$ cat src/rtl/trivium_pkg.sv
// Shared Trivium definitions: controller state encoding and key/IV/warm-up sizes.
package trivium_pkg;

  localparam int unsigned TRIV_KEY_W  = 80;
  localparam int unsigned TRIV_IV_W   = 80;
  localparam int unsigned TRIV_WARMUP = 1152;

  typedef enum logic [2:0] {
    LOAD_KEY,
    LOAD_IV,
    INIT,
    WARMUP,
    GEN,
    READY
  } triv_state_t;

endpackage

$ cat src/rtl/trivium_seq.sv
// Trivium sequencer: loads key/IV byte-wise, runs the core warm-up, then packs
// core output bits into keystream bytes behind a one-byte-ahead valid/read handshake.
module trivium_seq
  import trivium_pkg::*;
#(
  parameter int unsigned KEY_BYTES    = 10,
  parameter int unsigned IV_BYTES     = 10,
  parameter int unsigned WARMUP_STEPS = TRIV_WARMUP
) (
  input  logic                  clk,
  input  logic                  rst_n,
  input  logic [7:0]            cfg_data,
  input  logic                  cfg_valid,
  output logic                  cfg_ready,
  input  logic                  rekey,
  output logic                  busy,
  input  logic                  keystream_read,
  output logic [7:0]            keystream_byte,
  output logic                  keystream_valid,
  output logic                  core_init,
  output logic [TRIV_KEY_W-1:0] core_key,
  output logic [TRIV_IV_W-1:0]  core_iv,
  output logic                  core_step,
  input  logic                  core_ks_bit
);

  localparam int unsigned SW = $clog2(WARMUP_STEPS + 1);
  localparam logic [3:0]    KEY_LAST  = 4'(KEY_BYTES - 1);
  localparam logic [3:0]    IV_LAST   = 4'(IV_BYTES - 1);
  localparam logic [SW-1:0] STEP_LAST = SW'(WARMUP_STEPS - 1);

  triv_state_t   state;
  logic [3:0]    byte_cnt;
  logic [SW-1:0] step_cnt;
  logic [2:0]    bit_cnt;
  logic [7:0]    shreg;
  logic [7:0]    shreg_next;

  // Step k's bit lands in bit k; the 8th bit is folded in combinationally so
  // the completed byte can be registered in the same cycle as the last step.
  always_comb begin
    shreg_next          = shreg;
    shreg_next[bit_cnt] = core_ks_bit;
  end

  always_ff @(posedge clk or negedge rst_n) begin
    if (!rst_n) begin
      state           <= LOAD_KEY;
      byte_cnt        <= '0;
      step_cnt        <= '0;
      bit_cnt         <= '0;
      shreg           <= '0;
      core_key        <= '0;
      core_iv         <= '0;
      keystream_byte  <= '0;
      keystream_valid <= 1'b0;
      core_init       <= 1'b0;
      core_step       <= 1'b0;
      busy            <= 1'b0;
      cfg_ready       <= 1'b1;
    end else if (rekey) begin
      state           <= LOAD_KEY;
      byte_cnt        <= '0;
      step_cnt        <= '0;
      bit_cnt         <= '0;
      shreg           <= '0;
      keystream_valid <= 1'b0;
      core_init       <= 1'b0;
      core_step       <= 1'b0;
      busy            <= 1'b0;
      cfg_ready       <= 1'b1;
    end else begin
      core_init <= 1'b0;
      unique case (state)
        LOAD_KEY: begin
          if (cfg_valid) begin
            for (int unsigned i = 0; i < KEY_BYTES; i++)
              if (byte_cnt == 4'(i)) core_key[8*i +: 8] <= cfg_data;
            if (byte_cnt == KEY_LAST) begin
              byte_cnt <= '0;
              state    <= LOAD_IV;
            end else begin
              byte_cnt <= byte_cnt + 4'd1;
            end
          end
        end
        LOAD_IV: begin
          if (cfg_valid) begin
            for (int unsigned i = 0; i < IV_BYTES; i++)
              if (byte_cnt == 4'(i)) core_iv[8*i +: 8] <= cfg_data;
            if (byte_cnt == IV_LAST) begin
              byte_cnt  <= '0;
              state     <= INIT;
              core_init <= 1'b1;
              busy      <= 1'b1;
              cfg_ready <= 1'b0;
            end else begin
              byte_cnt <= byte_cnt + 4'd1;
            end
          end
        end
        INIT: begin
          state     <= WARMUP;
          core_step <= 1'b1;
        end
        WARMUP: begin
          if (step_cnt == STEP_LAST) begin
            step_cnt <= '0;
            state    <= GEN;
          end else begin
            step_cnt <= step_cnt + 1'b1;
          end
        end
        GEN: begin
          shreg <= shreg_next;
          if (bit_cnt == 3'd7) begin
            bit_cnt         <= '0;
            keystream_byte  <= shreg_next;
            keystream_valid <= 1'b1;
            core_step       <= 1'b0;
            busy            <= 1'b0;
            state           <= READY;
          end else begin
            bit_cnt <= bit_cnt + 3'd1;
          end
        end
        READY: begin
          if (keystream_read && keystream_valid) begin
            keystream_valid <= 1'b0;
            core_step       <= 1'b1;
            busy            <= 1'b1;
            state           <= GEN;
          end
        end
        default: begin
          state     <= LOAD_KEY;
          cfg_ready <= 1'b1;
          core_step <= 1'b0;
          busy      <= 1'b0;
        end
      endcase
    end
  end

endmodule

$ cat config.mk
export PLATFORM = sky130hd
export DESIGN_NAME = trivium_seq
export DESIGN_NICKNAME = d
export VERILOG_FILES = /design/src/rtl/trivium_pkg.sv /design/src/rtl/trivium_seq.sv
export SDC_FILE = /design/constraint.sdc
export NUM_CORES = 1
export LEC_CHECK = 0
export ABC_AREA = 1
export BUFFER_PORTS_ARGS = -buffer_cell sky130_fd_sc_hd__buf_4
export CORE_ASPECT_RATIO = 0.7
export CORE_MARGIN = 2
export CORE_UTILIZATION = 30
export CTS_CLUSTER_DIAMETER = 50
export DETAILED_ROUTE_END_ITERATION = 16
export REMOVE_ABC_BUFFERS = 1
export SYNTH_ARGS = -nofsm -noshare
export SYNTH_HDL_FRONTEND = slang
export SYNTH_SLANG_ARGS = --single-unit
$ cat constraint.sdc
create_clock -name clk -period 2 [get_ports clk]
set_clock_uncertainty 0.15 [all_clocks]
set_input_delay 0.4 -clock clk [delete_from_list [all_inputs] [get_ports clk]]
set_output_delay 0.4 -clock clk [all_outputs]
set_load 0.05 [all_outputs]
==> out/qor.yml <==
die_h_um: 140
io_pins: 187
vdd_drop_max_mv: 1.12
die_w_um: 198
cp_max_fo: 17
regArea_um2: 5060
cts_buffers: 26
crit_path_start_kind: "flop"
fmax_mhz: 514
synth_top_area_share_pct: 63.6
crit_path_cell_trace: "nor2_1, nand2_1, nor3_4, buf_12, nand2_1, nand2_1, o21ai_0"
vias: 6369
cp-end-kind: "flop"
firstDrtPassIters: 5
yosysMostFrequentCell: "nand2_1"
start_util_pct: 30.6
maxCapViolations: 0
timing.critical_path.mode_cell: "nand2_1"
post-route-period-util_pct: 97.2
gp_congestion: 0.828
drc: 0
gr-usage-all-layers_pct: 16.8
critPathArrivalTime_ns: 2.17
rsz0062_at_grt: "yes"
ys_seq_area_share_pct: 64.0
drv_slew: 0
synth_area_um2: 7900
relSlewSlack_pct: 64.3
synth_common_cells: "nand2_1, dfrtp_1, o21ai_0"
via_per_inst: 4.50
grt_pass1_vias: 6190
die_area_um2: 27700
ys_types: 28
final_antenna_net_count: 0
drive_gt1_share_pct: 25.9
p_leak_nw: 5.40
root_buffer: "clkbuf_16"
fill_cells: 2582
multiInputGateArea_um2: 2500
layout_min_cycle_time_ns: 1.94
syn_area_per_cell_um2: 9.39
dp_hpwl_um: 15600
tns_ns: 0
setup_viol: 0
fin_util_pct: 41.7
synth.largest_area_cell: "dfrtp_1"
syn-instance-count: 842
hold_violations: 0
wl_um: 23100
cpPeakStageDelay_ns: 0.44
worstMarginPinSlew_ns: 0.534
drtIter0Drc: 407
yosys_warnings: 0
htreeDepth: 1
cts_tree: "built"
outcome: "complete, no violations"
hold_path.class: "in -> reg"
synth-edff-count: 0
num_rows: 49
port_buffers: 186
overflow: 0
routedWlPerCell_um: 16.3
synth_area_leaders: "dfrtp_1, nand2_1, o21ai_0"
powerDensity_nw_per_um2: 1390
async_flop_share_pct: 100
path_class: "reg -> reg"
insertion_delay_ns: 0.52
syn_to_final_growth_pct: 36.0
slowest_stage: "dfrtp_1"
fp.coreArea_um2: 25800
cts.path.max_buffers: 3
synth_seq_cells: 202
required_ns: 2.23
final_net_count: 1060
diodes: 0
antenna_found_initial: 0
grt_max_degree: 53
grt_pass1_wl_um: 36300
clkSlewWorstSetupHoldPaths_ns: 0.06
rrSetupSlack_ns: 0.06
synth_top_flop_cell: "dfrtp_1"
clock_sinks: 202
[critical path: cells and delay by family (launching register included)]
kind / cells / cell delay (ns)
DFF: 1 / 0.44
AOI/OAI and AO/OA: 1 / 0.09
and+or+nand+nor: 5 / 0.96
buffers and inverters: 1 / 0.16
[through the flow]
stage / hold slack [ns] / cell area [um2] / worst slack, ns / power [mW] / cells
finish: 0.108 / 10800 / 0.0555 / 14.9 / 1416
global placement: 0.221 / 9850 / 0.0824 / 10.4 / 1371
CTS: 0.0877 / 10700 / 0.000246 / 15.1 / 1416
detailed placement: 0.220 / 9850 / 0.0269 / 10.4 / 1371
global route: 0.105 / 10800 / -0.138 / 15.7 / 1416
floorplan: -0.0456 / 7720 / 0.244 / 8.61 / 801
[metal layers]
metal  vias up  track usage, %  part of all wire, %
li1       3148               -                    -
met1      3011            24.5                   50
met2       176            24.3                   41
met3        34            5.43                  7.6
met4         0            3.44                  1.8
met5         -               0                    0
[layout by cell type, fill, tap and decap left out, drive strengths merged]
| cell type | instances |
|---|---|
| o22ai | 5 |
| nand2 | 268 |
| xor2 | 3 |
| dfstp | 1 |
| nand3b | 1 |
| nor2 | 29 |
| o21bai | 1 |
| nor3 | 4 |
| or2 | 1 |
| bufinv | 1 |
| a21boi | 1 |
| nand3 | 27 |
| dlygate4sd3 | 1 |
| nor4 | 2 |
| inv | 55 |
| buf | 212 |
| a21oi | 3 |
| o31ai | 1 |
| clkbuf | 36 |
| dfrtp | 201 |
| o211ai | 6 |
| clkinvlp | 2 |
| o21ai | 191 |
| ha | 3 |
| clkinv | 3 |
| xnor2 | 1 |
[state kept, by name (all words and copies together) (netlist names)]
name and cells:
keystream_valid 1, busy 1, core_init 1, core_key 80, core_step 1, cfg_ready 1
bit_cnt 3, shreg 8, core_iv 80, step_cnt 11, byte_cnt 4, state 3
keystream_byte 8
[cell families (layout without fill, tap and decap cells)]
group / count (synthesis) / in the layout / share of synthesized area, %
flip-flops: 202 / 202 / 64.0
buffers and inverters: 93 / 310 / 4.73
AO/OA/AOI/OAI: 208 / 208 / 13.5
XOR/XNOR: 4 / 4 / 0.443
AND/OR/NAND/NOR: 332 / 332 / 16.8
adder cells (fa/ha/maj): 3 / 3 / 0.475
[cell type report]
type | count | area share [%]
Clock inverter | 9 | 0.850
Clock buffer | 35 | 7.12
Tap cell | 357 | 4.16
Inverter | 52 | 1.82
Timing Repair Buffer | 214 | 15.7
Sequential cell | 202 | 47.0
Multi-Input combinational cell | 547 | 23.3
[worst paths after layout]
path,start,endpoint,cells past startpoint
min,core_ks_bit,shreg[5],3
max,state[2],core_iv[75],7
max in group asynchronous,rst_n,core_key[66],3
min reg2reg,cfg_ready,cfg_ready,2
max reg2reg,state[2],core_iv[75],7
min in group asynchronous,rst_n,core_key[26],2
[timing repair]
item	CTS	global route
setup buffers	0	0
setup endpoints to repair	0	159
hold buffers	1	0
endpoints found under the hold margin	33	0
resized for setup	0	13
[power breakdown]
| group | switching, mW | internal [mW] |
|---|---|---|
| sequential | 0.471 | 4.83 |
| combinational | 3.65 | 1.38 |
| clock | 1.79 | 2.81 |
| total | 5.91 | 9.02 |
No activity file was read; power rests on OpenSTA's default activity.
